===== src/rtl/hazard_ctrl_pkg.sv =====
// Shared encodings for the EX hazard sequencer and bypass muxes.
// Select codes must match the bypath/bypath2 operand muxes.
package hazard_ctrl_pkg;

  typedef enum logic [1:0] {
    ST_RUN,
    ST_LOADUSE,
    ST_FLUSH,
    ST_HOLD
  } state_e;

  localparam logic [1:0] FWD_REG   = 2'd0;
  localparam logic [1:0] FWD_EXMEM = 2'd1;
  localparam logic [1:0] FWD_MEMWB = 2'd2;

  function automatic logic is_mispredict(
    input logic       v,
    input logic       taken,
    input logic [1:0] pred
  );
    return v & (taken != pred[1]);
  endfunction

endpackage


===== src/rtl/hazard_fwd_cmp.sv =====
// Source/dest compare for one EX operand.
// EX result beats MEM result; $0 never forwards.
module hazard_fwd_cmp
  import hazard_ctrl_pkg::*;
(
  input  logic [4:0] src,
  input  logic [4:0] ex_write_reg,
  input  logic       ex_regwrite_flag,
  input  logic [4:0] mem_write_reg,
  input  logic       mem_regwrite_flag,
  output logic [1:0] sel
);

  logic ex_hit;
  logic mem_hit;

  assign ex_hit  = ex_regwrite_flag
                 & (ex_write_reg != 5'd0)
                 & (ex_write_reg == src);
  assign mem_hit = mem_regwrite_flag
                 & (mem_write_reg != 5'd0)
                 & (mem_write_reg == src);

  always_comb begin
    sel = FWD_REG;
    if (ex_hit)
      sel = FWD_EXMEM;
    else if (mem_hit)
      sel = FWD_MEMWB;
  end

endmodule


===== src/rtl/hazard_ctrl.sv =====
// EX-stage hazard sequencer: bypass selects, load-use bubbles,
// mispredict flushes and cache-miss freeze, plus perf counters.
module hazard_ctrl
  import hazard_ctrl_pkg::*;
#(
  parameter int FLUSH_CYCLES = 2,
  parameter int CNT_W        = 32
) (
  input  logic             clk,
  input  logic             rst,
  input  logic [4:0]       id_rs,
  input  logic [4:0]       id_rt,
  input  logic             id_uses_rs,
  input  logic             id_uses_rt,
  input  logic [4:0]       ex_write_reg,
  input  logic             ex_regwrite_flag,
  input  logic             ex_memread,
  input  logic [4:0]       mem_write_reg,
  input  logic             mem_regwrite_flag,
  input  logic             br_valid,
  input  logic             br_taken,
  input  logic [1:0]       br_pred,
  input  logic             icache_miss,
  input  logic             dcache_miss,
  output logic [1:0]       forward_a,
  output logic [1:0]       forward_b,
  output logic             stall_pc_ifid,
  output logic             bubble_idex,
  output logic             isFlush,
  output logic             isCacheStall,
  output logic             redirect,
  output logic [CNT_W-1:0] stall_cnt,
  output logic [CNT_W-1:0] flush_cnt
);

  localparam logic [2:0] FC_INIT = 3'(FLUSH_CYCLES - 1);
  localparam logic [CNT_W-1:0] ONE = {{(CNT_W-1){1'b0}}, 1'b1};

  state_e           state_q, state_d;
  state_e           saved_q, saved_d;
  state_e           cur;
  logic [2:0]       fcnt_q, fcnt_d;
  logic [1:0]       fa_q, fa_d, fb_q, fb_d;
  logic [1:0]       fa_cmp, fb_cmp;
  logic             stall_q, stall_d;
  logic             bubble_q, bubble_d;
  logic             flush_q, flush_d;
  logic             redir_q, redir_d;
  logic [CNT_W-1:0] stall_cnt_q, stall_cnt_d;
  logic [CNT_W-1:0] flush_cnt_q, flush_cnt_d;
  logic             miss, mis, lu;
  logic             take_mis, take_fl, take_lu;

  hazard_fwd_cmp u_cmp_a (
    .src               (id_rs),
    .ex_write_reg      (ex_write_reg),
    .ex_regwrite_flag  (ex_regwrite_flag),
    .mem_write_reg     (mem_write_reg),
    .mem_regwrite_flag (mem_regwrite_flag),
    .sel               (fa_cmp)
  );

  hazard_fwd_cmp u_cmp_b (
    .src               (id_rt),
    .ex_write_reg      (ex_write_reg),
    .ex_regwrite_flag  (ex_regwrite_flag),
    .mem_write_reg     (mem_write_reg),
    .mem_regwrite_flag (mem_regwrite_flag),
    .sel               (fb_cmp)
  );

  assign miss = icache_miss | dcache_miss;
  // On HOLD exit the saved state acts as if it never left.
  assign cur  = (state_q == ST_HOLD) ? saved_q : state_q;
  assign mis  = is_mispredict(br_valid, br_taken, br_pred);
  assign lu   = ex_memread & ex_regwrite_flag
              & (ex_write_reg != 5'd0)
              & ((id_uses_rs & (id_rs == ex_write_reg))
               | (id_uses_rt & (id_rt == ex_write_reg)));

  assign take_mis = mis;
  assign take_fl  = !mis & (cur == ST_FLUSH) & (fcnt_q != 3'd0);
  assign take_lu  = !mis & (cur == ST_RUN) & lu;

  always_comb begin
    state_d     = state_q;
    saved_d     = saved_q;
    fcnt_d      = fcnt_q;
    fa_d        = fa_q;
    fb_d        = fb_q;
    stall_d     = stall_q;
    bubble_d    = bubble_q;
    flush_d     = flush_q;
    redir_d     = redir_q;
    flush_cnt_d = flush_cnt_q;
    stall_cnt_d = stall_cnt_q;
    if (state_q == ST_LOADUSE || state_q == ST_HOLD)
      stall_cnt_d = stall_cnt_q + ONE;
    if (miss) begin
      state_d = ST_HOLD;
      saved_d = cur;
    end else begin
      state_d  = ST_RUN;
      saved_d  = ST_RUN;
      fcnt_d   = 3'd0;
      fa_d     = fa_cmp;
      fb_d     = fb_cmp;
      stall_d  = 1'b0;
      bubble_d = 1'b0;
      flush_d  = 1'b0;
      redir_d  = 1'b0;
      unique case (1'b1)
        take_mis: begin
          state_d     = ST_FLUSH;
          fcnt_d      = FC_INIT;
          flush_d     = 1'b1;
          redir_d     = 1'b1;
          flush_cnt_d = flush_cnt_q + ONE;
          fa_d        = FWD_REG;
          fb_d        = FWD_REG;
        end
        take_fl: begin
          state_d = ST_FLUSH;
          fcnt_d  = fcnt_q - 3'd1;
          flush_d = 1'b1;
          fa_d    = FWD_REG;
          fb_d    = FWD_REG;
        end
        take_lu: begin
          state_d  = ST_LOADUSE;
          stall_d  = 1'b1;
          bubble_d = 1'b1;
          fa_d     = FWD_REG;
          fb_d     = FWD_REG;
        end
        default: ;
      endcase
    end
  end

  always_ff @(posedge clk) begin
    if (rst) begin
      state_q     <= ST_RUN;
      saved_q     <= ST_RUN;
      fcnt_q      <= 3'd0;
      fa_q        <= FWD_REG;
      fb_q        <= FWD_REG;
      stall_q     <= 1'b0;
      bubble_q    <= 1'b0;
      flush_q     <= 1'b0;
      redir_q     <= 1'b0;
      stall_cnt_q <= '0;
      flush_cnt_q <= '0;
    end else begin
      state_q     <= state_d;
      saved_q     <= saved_d;
      fcnt_q      <= fcnt_d;
      fa_q        <= fa_d;
      fb_q        <= fb_d;
      stall_q     <= stall_d;
      bubble_q    <= bubble_d;
      flush_q     <= flush_d;
      redir_q     <= redir_d;
      stall_cnt_q <= stall_cnt_d;
      flush_cnt_q <= flush_cnt_d;
    end
  end

  assign forward_a     = fa_q;
  assign forward_b     = fb_q;
  assign stall_pc_ifid = stall_q;
  assign bubble_idex   = bubble_q;
  assign isFlush       = flush_q;
  assign redirect      = redir_q;
  assign isCacheStall  = miss & ~rst;
  assign stall_cnt     = stall_cnt_q;
  assign flush_cnt     = flush_cnt_q;

endmodule


===== config.mk =====
export PLATFORM = sky130hd
export DESIGN_NAME = hazard_ctrl
export DESIGN_NICKNAME = d
export VERILOG_FILES = /design/src/rtl/hazard_ctrl_pkg.sv /design/src/rtl/hazard_fwd_cmp.sv /design/src/rtl/hazard_ctrl.sv
export SDC_FILE = /design/constraint.sdc
export NUM_CORES = 1
export LEC_CHECK = 0
export ABC_AREA = 1
export CELL_PAD_IN_SITES_DETAIL_PLACEMENT = 2
export CELL_PAD_IN_SITES_GLOBAL_PLACEMENT = 2
export CORE_MARGIN = 1.5
export CORE_UTILIZATION = 29
export CTS_BUF_LIST = sky130_fd_sc_hd__clkbuf_4 sky130_fd_sc_hd__clkbuf_8
export CTS_CLUSTER_DIAMETER = 40
export DETAILED_ROUTE_END_ITERATION = 7
export MAX_ROUTING_LAYER = met4
export PLACE_DENSITY = 0.95
export SLEW_MARGIN = 25
export SYNTH_ARGS = -nofsm -noshare
export SYNTH_HDL_FRONTEND = slang
export SYNTH_SLANG_ARGS = --single-unit

===== constraint.sdc =====
create_clock -name clk -period 5.05 [get_ports clk]
set_clock_uncertainty 0.05 [all_clocks]
set_input_delay 0.7575 -clock clk [delete_from_list [all_inputs] [get_ports clk]]
set_output_delay 0.7575 -clock clk [all_outputs]
set_load 0.005 [all_outputs]

Word-level counts from Yosys, hierarchy flattened:

Cells that the tools add are included.

* bits in registers: 78
* bits in latches: 0
* memory bits (writable): 0
* memory bits (read-only): 0
* input port bits: 33
* output and inout port bits: 73
* logic and storage cells: 67
* memories kept: 0

* $add $sub $neg: 3
* multipliers: 0
* divide/modulo/power cells: 0
* magnitude comparators: 0
* equal/unequal tests: 10
* shift-type cells: 0
* multiplexer cells: 13
* bitwise logic cells: 21
* reductions and logical operators: 10

Operator list (number)
* $add A32 B1 Y32 const B: 2
* $eq A5 B5 Y1: 6
* $and A1 B1 Y1: 17
* $mux W2: 8
* $reduce_bool A5 Y1: 2
* $pmux W3 S2: 1
* $eq A2 B2 Y1 const B: 2
* $pmux W2 S2: 1
* $reduce_or A2 Y1: 2
* $mux W1: 3
* $reduce_bool A3 Y1: 1
* $reduce_or A3 Y1: 1
* $sub A3 B1 Y3 const B: 1
* $eq A2 B1 Y1 const B: 1
* $logic_not A2 Y1: 1
* $not A1 Y1: 2
* $or A1 B1 Y1: 2
* $reduce_and A2 Y1: 1
* $logic_not A1 Y1: 1
* $logic_or A1 B1 Y1: 1
* $ne A1 B1 Y1: 1

Logic depth before layout (Yosys ltp):

* depth after elaboration: 8
* depth in mapped cells: 11
* depth with buffers taken out: 11

Modules after synthesis:

From an unflattened synthesis, not the netlist that was laid out.

* cell total of the unflattened synthesis: 858
* area, all modules: 5059.9 µm²

By module, submodules not included
* hazard_ctrl: instances 1, cells each 756, area each 4616.9 µm², seq. area each 1561.5 µm²
* hazard_fwd_cmp: instances 2, cells each 51, area each 221.5 µm², seq. area each 0.0 µm²

Worst setup path before layout:

Ideal clock, no wire load.

* path kind: input to output
* start: in dcache_miss
* end: out isCacheStall
* data arrival time: 1223 ps
* required time: 4243 ps
* path slack: 3019 ps
* cell stages on the path: 3
* path buffers: 1
* cell sequence: nor2_1 > buf_4 > nor2_1

* longest elaborated chain between the ends: 2

Ends and longest elaborated chain
* start: declaration: line hazard_ctrl.sv:24 `input logic dcache_miss,`
* $or A1 B1 Y1: line hazard_ctrl.sv:72 `assign miss = icache_miss | dcache_miss;`
* $and A1 B1 Y1: line hazard_ctrl.sv:175 `assign isCacheStall = miss & ~rst;`
* end: declaration: line hazard_ctrl.sv:30 `output logic isCacheStall,`

Every way passes these cells.

Worst setup path after layout:

* start: in rst
* end: out isCacheStall

* longest elaborated chain between the ends: 2

Ends and longest elaborated chain
* start: declaration: line hazard_ctrl.sv:10 `input logic rst,`
* $not A1 Y1: line hazard_ctrl.sv:175
* $and A1 B1 Y1: line hazard_ctrl.sv:175

Every way passes these cells.

==> flow_summary.ini <==
[logic_synthesis]
synth-edff-count = 0
share_of_the_synthesized_area_in_the_top_cell_type = 0.340
yosysWarnings = 0
synth.ff_latch_count = 78
synth-main-ff-cell = dfxtp_1
post_synthesis_instance_total = 747
seq_area_frac_synth = 0.340
synth_fp_nets = 784
synth.cells.most_frequent = 234 x nand2_1, 153 x nor2_1, 78 x dfxtp_1
synth_cell_type_count = 38
synthDominantAreaCellType = dfxtp_1
most_instantiated_library_cell_after_synthesis = nand2_1
synth-async-reset-ratio = 0
synth.cell_area_um2 = 4590
synthTopCellsByArea = dfxtp_1 34%, nand2_1 19%, nor2_1 13%, inv_1 6.1%, nand3_1 4.5%
synth.avg_cell_area_um2 = 6.14

[final_layout]
synthToLayoutAreaGrowth_pct = 31.8
layout-drive-gt1-share = 0.0490
antenna_cells_inserted = 0
final_design_area_no_fill_um2 = 6050
layout.nets = 890
layout.filler_cells = 1948
final-instance-count-excl-fill = 1069

[clocking]
postCtsSetupRepairBufs = 0
tritoncts = built
clock_sink_count = 78
cts_buffers = 9
clkLatencyLatePin_ns = 0.38
cts_max_path_buffers = 2
htreeDepth = 3
clkTransAtPathRegs_ns = 0.08
clock_root_buffer_master = clkbuf_8
cts_resized = 0
ctsHoldBuffers = 0

[placement]
hpwlAfterDp_mm = 13.9
port-buffer-count = 104
placedInstanceArea_um2 = 5860
globalplace.congestion = 0.802
placedCellCount = 1053

[pwr]
power_leakage_nw = 2.16
switching_share = 0.269
share_seq_of_total_power = 0.513
max-vdd-ir-drop_uv = 101
netSwitchingPower_mw = 0.329
power_density_nw_per_um2 = 203
p_int_mw = 0.897
share_clk_of_total_power = 0.394
power.share.combinational = 0.093

[sta]
totalNegativeSetupSlack_ns = 0
final_max_slew_viol_count = 0
fmax_mhz = 306
finalHoldViolCount = 0
worstMarginPinSlew_ns = 0.533
period_needed_ns = 3.27
report.final.setup_viol = 0
post-route-period-util = 0.647
rsz_0062_raised_after_global_routing = false
worst_slew_margin_rel = 0.641

[global_route]
globalRoute.totalOverflow = 0
pin_count_of_the_biggest_net_entering_global_routing = 38
grt_pass1_wl_mm = 29.0
first_global_vias = 5858
global_route_total_usage_across_every_layer = 0.227
antenna_violations_before_repair = 0

[setup_path]
critical-path-max-stage-delay_ns = 0.59
timing.setup.critical_path_class = primary input to primary output
worst_setup_path_start_kind = primary input
buf_inv_on_cp = 3
critical_path_arrival_ns = 2.46
critical_path_cell_count = 4
cell_with_the_largest_stage_delay_on_the_worst_path = clkdlybuf4s50_1
crit_required_ns = 4.24
path_delay_family = buffers and inverters
worstPathCellList = clkdlybuf4s50_1, buf_4, nor2_1, clkdlybuf4s50_1
cp-end-kind = primary output
worstPathMaxFanout = 34
crit_top_cell = clkdlybuf4s50_1
reg2reg_depth = 10

[job]
maxCapViolCount = 0

[routing]
antenna_violating_nets_post_route = 0
remaining_drc_errors = 0
number_of_detailed_route_iterations_in_the_first_pass = 4
finalWirelength_mm = 17.4
drtIter0Drc = 162
vias_per_cell = 4.91
vias = 5249
wire_per_inst_um = 16.3

[floorplan]
io_pins = 106
chipHeight_um = 129
initial_core_util = 0.300
placement_rows = 45
die_width_um = 129
core_area_um2 = 15300
die_area_um2 = 16600

[status]
status = finished, final reports clean

[hold_path]
holdPathStages = 2
timing.hold.worst.class = register to register
## sequential cells by signal (all words and copies together), names as in the netlist, 2 cells and up
signal     cells
state_q        2
stall_cnt     32
flush_cnt     32
forward_a      2
fcnt_q         3
forward_b      2
saved_q        2
## cells by family after synthesis
logic type	count (synthesis)	share of synthesized area
buf+inv	90	0.0761
compound gates	70	0.0799
simple gates	489	0.462
fa+ha+maj	4	0.0109
xor+xnor	16	0.0305
flops	78	0.340
## routing by layer
layer  up-vias  part of all wire  global-route usage
li1       2560                 -                   -
met3        23             0.022              0.0237
met5         -                 0                   -
met1      2584              0.43               0.249
met4         0             0.020              0.0753
met2        82              0.53               0.428
## per-stage QoR
step / utilization / setup slack [ns] / hold WS, ns / total power [mW]
floorplan: - / 3.02 / 0.398 / 0.697
global placement: 0.383 / 1.80 / 0.391 / 0.752
detailed placement: 0.383 / 1.78 / 0.423 / 0.759
CTS: 0.395 / 1.76 / 0.435 / 1.24
global route: 0.395 / 1.70 / 0.450 / 1.27
finish: 0.395 / 1.78 / 0.423 / 1.23
## power by group through the flow
stage | clock, mW | combinational, mW | sequential (mW)
final | 0.483 | 0.114 | 0.629
after global routing | 0.516 | 0.128 | 0.630
after CTS | 0.498 | 0.116 | 0.629
after detailed placement | 0 | 0.116 | 0.644
after global placement | 0 | 0.109 | 0.643
after floorplan | 0 | 0.0566 | 0.640
## final cells by class
class	instances	area, um2	area share
inverter	78	293	0.0484
clock buffer	9	124	0.0205
tap	211	264	0.0436
clock inverter	7	65.1	0.0108
sequential	78	1560	0.258
multi-input combinational	579	2680	0.443
timing repair buffer	107	1060	0.176
## worst paths after layout
check	from	slack, ns	end
max	rst	1.78	isCacheStall
min	forward_a[1]$_SDFFE_PP0P_	0.42	forward_a[1]$_SDFFE_PP0P_
min reg2reg	forward_a[1]$_SDFFE_PP0P_	0.42	forward_a[1]$_SDFFE_PP0P_
max reg2reg	stall_cnt[0]$_SDFFE_PP0P_	2.88	stall_cnt[20]$_SDFFE_PP0P_
## worst register-to-register path, stage by stage (launching register included)
cell	delay, ns
dfxtp_1	0.49
ha_1	0.31
nand3_1	0.16
nor2_2	0.27
nand2_4	0.12
nor2_8	0.13
nand2_2	0.11
inv_1	0.10
nand2_1	0.08
o21ai_0	0.19
nor2_1	0.06
## cell usage in the layout, fill, tap and decap left out, types with 10 or more instances in the layout
cell	instances
clkdlybuf4s50_1	104
nand2_1	234
dfxtp_1	78
a21oi_1	36
o21ai_0	26
nand3b_1	10
nor2_1	153
inv_1	75
nand3_1	41
nand4_1	14
Note: power is estimated with default switching activity, not from simulation.
